===== src/rtl/end_function.sv =====
// ---------------------------------------------------------------------------
// end_function
//
// Newspaper vending controller. A Moore state machine accumulates coin
// credit in 5c steps and releases one newspaper once 15c has been paid.
//
// Ports
//   clock      : single clock, all state changes on its rising edge
//   reset      : synchronous, active-high; forces the 0c state
//   coin[1:0]  : coin presented this cycle
//                00 none, 01 nickel (5c), 10 dime (10c), 11 invalid
//   newspaper  : high for exactly the one cycle spent in the paid state
//
// State encoding is fixed and equals the accumulated credit divided by 5:
//   S0 = 00 (0c), S5 = 01 (5c), S10 = 10 (10c), S15 = 11 (>=15c paid).
// ---------------------------------------------------------------------------
module end_function (
    input  logic       clock,
    input  logic       reset,
    input  logic [1:0] coin,
    output logic       newspaper
);

    typedef enum logic [1:0] {
        S0  = 2'b00,
        S5  = 2'b01,
        S10 = 2'b10,
        S15 = 2'b11
    } state_e;

    // Coin codes. The invalid code 11 is deliberately absent from every
    // transition below, so it behaves exactly like "no coin".
    localparam logic [1:0] COIN_NICKEL = 2'b01;
    localparam logic [1:0] COIN_DIME   = 2'b10;

    state_e state_q;
    state_e state_d;

    // Present-state register. Reset wins over any coin on the same edge and
    // discards whatever credit had been collected.
    always_ff @(posedge clock) begin
        if (reset) begin
            state_q <= S0;
        end else begin
            state_q <= state_d;
        end
    end

    // Next-state logic. Any payment that reaches or passes 15c lands in S15;
    // overpayment is neither refunded nor carried forward. S15 always
    // returns to S0 and ignores the coin seen during that cycle.
    always_comb begin
        state_d = state_q;
        unique case (state_q)
            S0: begin
                if (coin == COIN_DIME) begin
                    state_d = S10;
                end else if (coin == COIN_NICKEL) begin
                    state_d = S5;
                end
            end
            S5: begin
                if (coin == COIN_DIME) begin
                    state_d = S15;
                end else if (coin == COIN_NICKEL) begin
                    state_d = S10;
                end
            end
            S10: begin
                if ((coin == COIN_DIME) || (coin == COIN_NICKEL)) begin
                    state_d = S15;
                end
            end
            S15: begin
                state_d = S0;
            end
            default: begin
                state_d = S0;
            end
        endcase
    end

    // Moore output: depends on the present state only.
    always_comb begin
        newspaper = 1'b0;
        if (state_q == S15) begin
            newspaper = 1'b1;
        end
    end

endmodule


===== config.mk =====
export PLATFORM = sky130hd
export DESIGN_NAME = end_function
export DESIGN_NICKNAME = d
export VERILOG_FILES = /design/src/rtl/end_function.sv
export SDC_FILE = /design/constraint.sdc
export NUM_CORES = 1
export LEC_CHECK = 0
export ABC_CLOCK_PERIOD_IN_PS = 3000
export CORE_AREA = 4 4 41 43
export CTS_CLUSTER_SIZE = 30
export DETAILED_ROUTE_END_ITERATION = 12
export DIE_AREA = 0 0 45 47
export GPL_TIMING_DRIVEN = 0
export PLACE_DENSITY_LB_ADDON = 0.25
export SKIP_LAST_GASP = 1
export SLEW_MARGIN = 0
export SYNTH_ARGS = -nofsm -noshare
export SYNTH_HDL_FRONTEND = slang
export SYNTH_SLANG_ARGS = --single-unit
export TNS_END_PERCENT = 5

===== constraint.sdc =====
create_clock -name clock -period 3 [get_ports clock]
set_clock_uncertainty 0.1 [all_clocks]
set_input_delay 0.45 -clock clock [delete_from_list [all_inputs] [get_ports clock]]
set_output_delay 0.45 -clock clock [all_outputs]
set_load 0.01 [all_outputs]

==> results.json <==
{
  "gp_congestion": 0.681,
  "critPathLaunchType": "flop",
  "root_buffer": "clkbuf_4",
  "synth_area_leader_cell": "ha_1",
  "synth_enable_flop_cells": 0,
  "stdcell_area_um2": 267,
  "drv_slew": 0,
  "rsz0062_at_grt": "false",
  "drive_gt1_share_pct": 16.0,
  "r2r_end": "state_q[1]$_SDFFE_PP0P_",
  "synthFlopType": "dfxtp_1",
  "synth_top_cells_by_count": "6 x ha_1, 4 x inv_1, 3 x a211oi_1",
  "core-area_um2": 1300,
  "grt_pass1_wl_um": 717,
  "drt_iter0_drc": 1,
  "final_nets": 37,
  "routed_wl_um": 360,
  "seq_area_frac_synth_pct": 21.6,
  "min_to": "state_q[0]$_SDFFE_PP0P_",
  "reg2regPathDepth": 5,
  "place_area_um2": 244,
  "area_growth_pct": 43.9,
  "critical_path_buf_inv_count": 1,
  "irDropWorstVdd_mv": 0.332,
  "crit_path_end_kind": "output pin",
  "avgSynthCellArea_um2": 10.3,
  "hold_violations": 0,
  "hold_path.class": "reg2reg",
  "io_pins": 5,
  "min_from": "state_q[0]$_SDFFE_PP0P_",
  "hold_slack_ns": 0.452,
  "diodes": 0,
  "start_util_pct": 14.2,
  "vias": 143,
  "fill_cells": 150,
  "fmax_mhz": 544,
  "async_flop_share_pct": 0,
  "leakage_nw": 0.117,
  "synth.distinct_cells": 7,
  "clk_pin_slew_worst_paths_ns": 0.03,
  "crit_family": "buffers and inverters",
  "synth_most_common_cell": "ha_1",
  "post-route-util_pct": 20.5,
  "whs_path_depth": 1,
  "synth_top_cell_area_share_pct": 40.5,
  "powerDensity_nw_per_um2": 886,
  "place.port_buffers": 4,
  "path_max_fanout": 4,
  "slowest_stage": "clkdlybuf4s50_1",
  "min_period_ns": 1.84,
  "clock-sinks": 2,
  "largest_reg_flops": 2,
  "crit_path_cell_trace": "ha_1, clkdlybuf4s50_1",
  "worst_pin_slew_ns": 0.268,
  "grtUsageTotal_pct": 5.21,
  "insertion_delay_ns": 0.22,
  "synthTopCellsByArea": "ha_1 41%, dfxtp_1 22%, a211oi_1 12%",
  "synth_seq_cells": 2,
  "finalSetupTns_ns": 0,
  "cap_viol_max_count": 0,
  "die-height_um": 47,
  "cts_setup_buffers": 0,
  "cts_tree": "built",
  "firstDrtPassIters": 2,
  "grt_pass1_vias": 179,
  "cts.htree.levels": 1,
  "worstPathArrival_ns": 1.29,
  "biggestRegsByFlops": "state_q (2)",
  "wl_per_cell_um": 9.00,
  "syn_inst": 18,
  "clk_path_buf_depth": 2,
  "route.antenna.remaining_nets": 0,
  "multi_input_area_um2": 130,
  "final-setup-viol-count": 0,
  "antenna_found_initial": 0,
  "rows": 13,
  "dieArea_um2": 2120,
  "post_cts_resized": 0,
  "slew_headroom_pct": 82.0,
  "r2r_slack_ns": 1.46,
  "route.detailed.drc": 0,
  "outcome": "completed",
  "regMostFlops": "state_q",
  "worstPathRequired_ns": 2.45,
  "syn_area_um2": 185,
  "min_period_over_period_pct": 61.2,
  "syn_nets": 28,
  "die_w_um": 45,
  "hold_buffers": 0,
  "cts_buffers": 3,
  "grt_max_degree": 5,
  "vias_per_cell": 3.58,
  "overflow": 0,
  "criticalPathCategory": "reg2out",
  "regArea_um2": 40.0,
  "slowest_delay_ns": 0.53,
  "ys_warn_count": 0,
  "rr_startpoint": "state_q[0]$_SDFFE_PP0P_"
}
## per-layer routing
metal  vias to the layer above  wire (µm)  track usage, %
met3                         0         36            3.45
met1                        57        203            6.33
li1                         81          -               -
met2                         5        120            5.65
met4                         0          0            5.26
met5                         -          0               0
## worst max-delay path by stage
stage | start | endpoint | slack, ns | cells after the start
after detailed placement | coin[0] | state_q[0]$_SDFFE_PP0P_ | 1.04 | 6
after floorplan | state_q[0]$_SDFFE_PP0P_ | state_q[1]$_SDFFE_PP0P_ | 1.56 | 5
final | state_q[0]$_SDFFE_PP0P_ | newspaper | 1.16 | 2
after global routing | state_q[0]$_SDFFE_PP0P_ | newspaper | 1.09 | 2
after CTS | state_q[0]$_SDFFE_PP0P_ | newspaper | 1.14 | 2
after global placement | coin[0] | state_q[0]$_SDFFE_PP0P_ | 1.03 | 6
## layout by cell type (no fill, tap or decap), drive strengths merged
cell type | Yosys | layout
inv | 4 | 4
o31a | 1 | 1
a2111oi | 1 | 1
a31o | 1 | 1
dfxtp | 2 | 2
a211oi | 3 | 3
ha | 6 | 6
clkbuf | 0 | 3
clkdlybuf4s50 | 0 | 4
## metrics by stage
step / setup slack (ns) / power, W / instances
global placement: 1.03 / 0.000173 / 37
global route: 1.09 / 0.000265 / 40
floorplan: 1.56 / 0.000146 / 18
finish: 1.16 / 0.000236 / 40
detailed placement: 1.04 / 0.000179 / 37
CTS: 1.14 / 0.000243 / 40
## power by group
part | internal [W] | switching, W
registers | 0.0000412 | 0.0000130
clock network | 0.0000441 | 0.0000148
logic | 0.0000574 | 0.0000657
total | 0.000143 | 0.0000935
## area by class of cell
type | count | area share (%)
Multi-Input combinational cell | 12 | 48.8
Sequential cell | 2 | 15.0
Timing Repair Buffer | 4 | 15.0
Clock buffer | 3 | 8.45
Tap cell | 15 | 7.04
Inverter | 4 | 5.63
## cells by family (layout without fill, tap and decap cells)
group,Yosys count,after routing,synth area share (%)
adder cells (fa/ha/maj),6,6,40.5
AO/OA/AOI/OAI,6,6,29.7
buffers and inverters,4,11,8.11
flip-flops,2,2,21.6
Power figures use the tool's default switching activity.
==> patch 1 (same settings) <==
Make the reset (`reset`) asynchronous in one clocked block.
--- a/src/rtl/end_function.sv
+++ b/src/rtl/end_function.sv
@@ -38,7 +38,7 @@
 
     // Present-state register. Reset wins over any coin on the same edge and
     // discards whatever credit had been collected.
-    always_ff @(posedge clock) begin
+    always_ff @(posedge clock or posedge reset) begin
         if (reset) begin
             state_q <= S0;
         end else begin
Behaviour: differs if reset is asserted again (counterexample within 4 cycles, from zero or initial values and one cycle with reset high); with reset held inactive, the same outputs for 10 cycles.
==> patch 1 against the unedited design <==
Maximum frequency decreased by 1.1%. Worst hold slack got worse by 0.18 ns. Global-route usage decreased by 1.2 points. Sequential cell count unchanged. Power increased by 1.8%. Non-clock buffer count unchanged. Setup slack got worse by 0.021 ns. Area after synthesis increased by 4.7%. Routed wire length decreased by 6.9%. Core utilization increased by 0.67 points. Final area increased by 3.3%. Largest cell class unchanged.
==> patch 1: results (changes against the unedited design) <==
Status
  – Status: completed (unchanged)

Cells and area
  – Final Non-Filler Cells: 41 (was 40)
  – Seq area share: 0.182 (was 0.150)
  – Clk cell area share: 0.0818 (was 0.0845)
  – Antenna diode count: 0 (unchanged)
  – Multi-In Gates: 13 (was 12)
  – Buffer share of cell area: 0.145 (was 0.150)
  – Multi-input logic area: 129 um^2 (was 130 um^2)
  – NumNets Final: 38 (was 37)
  – Layout cells sized above 1: 0.115 (was 0.160)
  – P&R area growth vs syn: 41.9% (was 43.9%)

STA
  – Slew headroom: 0.793 (was 0.820)
  – Min cycle time layout: 1.86 ns (was 1.84 ns)
  – Fin Hold WS: 0.275 ns (was 0.452 ns)

Routing
  – WL/cell: 8.17 um (was 9.00 um)
  – Routed vias: 158 (was 143)
  – Met1 Routed Length: 128 um (was 203 um)
  – Drt initial violations: 3 (was 1)
  – Uppermost routed layer: met3 (unchanged)
  – DR WL met2: 201 um (was 120 um)
  – DR WL met3: 5 um (was 36 um)

Synthesis
  – Synth cell types: 10 (was 7)
  – Gate Count Post-Synth: 19 (was 18)
  – Async SR Flop Fraction: 1.00 (was 0)
  – Syn Nets: 29 (was 28)
  – Synth Flop Type: dfrtp_1 (was dfxtp_1)
  – Flops & latches, synth: 2 (unchanged)
  – Post-synth top cells: ha_1 (6), inv_1 (4), dfrtp_1 (2) (was ha_1 (6), inv_1 (4), a211oi_1 (3))
  – Area contributors post-synth: ha_1 (39%), dfrtp_1 (26%), inv_1 (7.7%), mux2i_1 (5.2%), o311ai_0 (4.5%) (was ha_1 (41%), dfxtp_1 (22%), a211oi_1 (12%), a2111oi_2 (8.1%), inv_1 (8.1%))
  – Sequential area share after synthesis: 0.258 (was 0.216)

Clock tree
  – Skew-Pair Late Insertion Delay: 0.22 ns (about the same)
  – Post-CTS Setup Repair Bufs: 0 (unchanged)
  – Clk buf depth: 2 (unchanged)
  – Post-cts sizing count: 0 (unchanged)
  – CTS Buf Count: 3 (unchanged)

Global route
  – GRT Overall Usage: 0.0403 (was 0.0521)
  – Largest net degree at the start of global routing: 5 (unchanged)
  – Vias in the first global route: 171 (was 179)
  – Gr ovfl total: 0 (unchanged)
  – First-pass GRT wire length: 586 um (was 717 um)

Placement
  – Cell area after placement: 253 um^2 (was 244 um^2)
  – Pre-CTS WS: 1.12 ns (was 1.04 ns)
  – RD Place Congestion: 0.608 (was 0.681)

Power and ir drop
  – Switching power: 91.1 uW (was 93.5 uW)
  – Worst vdd ir: 164 uV (was 332 uV)
  – Pleak: 0.000135 uW (was 0.000117 uW)

Setup path
  – Reg-to-reg endpoint: state_q[0] (was state_q[1])
  – Crit path max fanout: 4 (unchanged)
  – Cells on worst reg2reg path: 4 (was 5)
  – WP data arrival: 1.31 ns (was 1.29 ns)
  – Critical path type: flop to primary output (unchanged)
  – Worst reg2reg setup slack: 1.50 ns (was 1.46 ns)
  – Reg-to-Reg Start: state_q[0] (unchanged)
  – CP Capture Point: newspaper (unchanged)
  – CP max stage delay: 0.47 ns (was 0.53 ns)

Die
  – Floorplan core area: 1300 um^2 (unchanged)

Min path
  – Worst Hold Class: input port to async pin (was flop to flop)
[patch 1: power groups by stage]
| stage | Clock [uW] | Sequential [uW] | Combinational, uW |
|---|---|---|---|
| 6_report | 57.5 | 55.8 | 127 |
| 5_1_grt | 60.7 | 57.7 | 150 |
| 4_1_cts | 59.9 | 55.8 | 130 |
| 3_5_place_dp | 0 | 55.9 | 128 |
| 3_3_place_gp | 0 | 55.7 | 126 |
| 2_1_floorplan | 0 | 52.7 | 94.7 |
[patch 1: logic make-up after synthesis]
family          after synthesis  synth area share
flops                         2             0.258
compound gates                5             0.194
mux                           1            0.0516
buf+inv                       4            0.0774
fa+ha+maj                     6             0.387
simple gates                  1            0.0323
[patch 1: per-layer routing]
layer  vias to the layer above  GRT usage
li1                         81          -
met1                        74     0.0295
met2                         3     0.0819
met3                         0     0.0230
met4                         0     0.0175
met5                         -          0
==> patch 2 (same settings) <==
Made on the original files. Add an input register stage for `coin`; this delays it by one clock. Comments in the files are not updated.
--- a/src/rtl/end_function.sv
+++ b/src/rtl/end_function.sv
@@ -33,6 +33,12 @@
     localparam logic [1:0] COIN_NICKEL = 2'b01;
     localparam logic [1:0] COIN_DIME   = 2'b10;
 
+    logic [1:0] coin_q;
+
+    always_ff @(posedge clock) begin
+        coin_q <= coin;
+    end
+
     state_e state_q;
     state_e state_d;
 
@@ -53,21 +59,21 @@
         state_d = state_q;
         unique case (state_q)
             S0: begin
-                if (coin == COIN_DIME) begin
+                if (coin_q == COIN_DIME) begin
                     state_d = S10;
-                end else if (coin == COIN_NICKEL) begin
+                end else if (coin_q == COIN_NICKEL) begin
                     state_d = S5;
                 end
             end
             S5: begin
-                if (coin == COIN_DIME) begin
+                if (coin_q == COIN_DIME) begin
                     state_d = S15;
-                end else if (coin == COIN_NICKEL) begin
+                end else if (coin_q == COIN_NICKEL) begin
                     state_d = S10;
                 end
             end
             S10: begin
-                if ((coin == COIN_DIME) || (coin == COIN_NICKEL)) begin
+                if ((coin_q == COIN_DIME) || (coin_q == COIN_NICKEL)) begin
                     state_d = S15;
                 end
             end
Check against the original RTL: not equivalent (Yosys sat finds a counterexample within 4 cycles, from zero or initial values and one cycle with reset high).
==> patch 2 against the unedited design <==
Routed wire length increased by 10%. Final area grew 10%. Die area stayed put. Power is 11% higher. Setup slack got worse by 0.018 ns. Sequential cell count up 2. Global-route usage up 0.71 points. Area after synthesis is 15% higher. Core utilization increased by 2.1 points. Clock power increased by 9.8%. Largest power group unchanged. Highest routed layer unchanged.
==> patch 2: results (changes against the unedited design) <==
Power and ir drop
  – Pleak: 0.000127 uW (was 0.000117 uW)
  – Worst vdd ir: 274 uV (was 332 uV)
  – Int Pwr: 168 uW (was 143 uW)

STA
  – Slew headroom: 0.805 (was 0.820)

Cells and area
  – Antenna diode count: 0 (unchanged)
  – NumNets Final: 37 (unchanged)
  – Top Registers: coin_q x2, state_q x2 (was state_q x2)
  – Layout cells sized above 1: 0.154 (was 0.160)
  – Filler cells: 152 (was 150)

Routing
  – Drt initial violations: 2 (was 1)
  – WL/cell: 9.68 um (was 9.00 um)
  – Routed vias: 155 (was 143)

Status
  – Status: completed (unchanged)

Global route
  – Vias in the first global route: 192 (was 179)
  – Initial antenna violation count: 0 (unchanged)
  – First-pass GRT wire length: 793 um (was 717 um)
  – GRT Overall Usage: 0.0592 (was 0.0521)

Clock tree
  – CTS Buf Count: 3 (unchanged)
  – Root buf cell: clkbuf_4 (unchanged)
  – Clock-pin slew on the worst setup and hold paths: 0.03 ns (about the same)

Placement
  – RD Place Congestion: 0.538 (was 0.681)

Synthesis
  – Post-synth top cells: ha_1 (5), dfxtp_1 (4), inv_1 (4) (was ha_1 (6), inv_1 (4), a211oi_1 (3))
  – Post-synthesis compound-gate area fraction: 0.259 (was 0.297)
  – Adder-cell share of the synthesized area: 0.294 (was 0.405)
  – Sequential area share after synthesis: 0.376 (was 0.216)
  – Yosys warnings: 0 (unchanged)
  – Area contributors post-synth: dfxtp_1 (38%), ha_1 (29%), a211oi_1 (11%), a2111oi_2 (7.1%), inv_1 (7.1%) (was ha_1 (41%), dfxtp_1 (22%), a211oi_1 (12%), a2111oi_2 (8.1%), inv_1 (8.1%))

Min path
  – Hold depth: 2 (was 1)

Setup path
  – Slowest-stage cell, CP: clkdlybuf4s50_1 (unchanged)
  – WP data arrival: 1.31 ns (was 1.29 ns)
  – CP max stage delay: 0.53 ns (about the same)
==> patch 2: cell types whose count changed after synthesis, sizes merged <==
cell / unedited run / this run
ha: 6 / 5
dfxtp: 2 / 4
==> patch 2: power by group through the flow <==
stage | registers [uW] | logic (uW) | clock network [uW]
2_1_floorplan | 80.4 | 89.7 | 0
3_3_place_gp | 83.0 | 109 | 0
3_5_place_dp | 83.6 | 115 | 0
4_1_cts | 82.7 | 117 | 69.6
5_1_grt | 84.7 | 135 | 76.1
6_report | 82.4 | 115 | 64.8
==> patch 2: critical path, delay by kind of cell (launching register included) <==
kind | cells | cell delay, ns
adder cells (fa/ha/maj) | 1 | 0.17
buffers and inverters | 1 | 0.53
flip-flops | 1 | 0.37
==> patch 2: metal layers <==
| metal | share of wire | wire [um] | global-route usage | vias up |
|---|---|---|---|---|
| li1 | - | - | - | 83 |
| met1 | 0.46 | 182 | 0.0544 | 69 |
| met2 | 0.49 | 193 | 0.0819 | 3 |
| met3 | 0.050 | 20 | 0.0268 | 0 |
| met4 | 0 | 0 | 0.0877 | 0 |
| met5 | 0 | 0 | 0 | - |
==> patch 2: worst paths after layout <==
check / startpoint / to / slack (ns)
worst max-delay path: state_q[0] / newspaper / 1.14
worst min-delay path: state_q[1] / state_q[1] / 0.45
worst max register to register: state_q[0] / state_q[0] / 1.41
worst min register to register: state_q[1] / state_q[1] / 0.45
==> patch 2: cells by family (layout without fill, tap and decap cells) <==
| family | after synthesis | count (layout) |
|---|---|---|
| compound gates | 6 | 6 |
| fa+ha+maj | 5 | 5 |
| buf+inv | 4 | 11 |
| flops | 4 | 4 |
==> patch 2: metrics by stage <==
stage	cell area, um^2	setup slack, ns	cells
floorplan	213	1.55	19
finish	294	1.14	41
global route	294	1.08	41
detailed placement	272	1.39	38
CTS	294	1.12	41
global placement	272	1.40	38
==> patch 2: final cells by class <==
type	instances	area (um^2)	area share
sequential	4	80.1	0.272
clock buffer	3	22.5	0.0766
timing repair buffer	4	40.0	0.136
inverter	4	15.0	0.0511
tap	15	18.8	0.0638
multi-input combinational	11	118	0.400
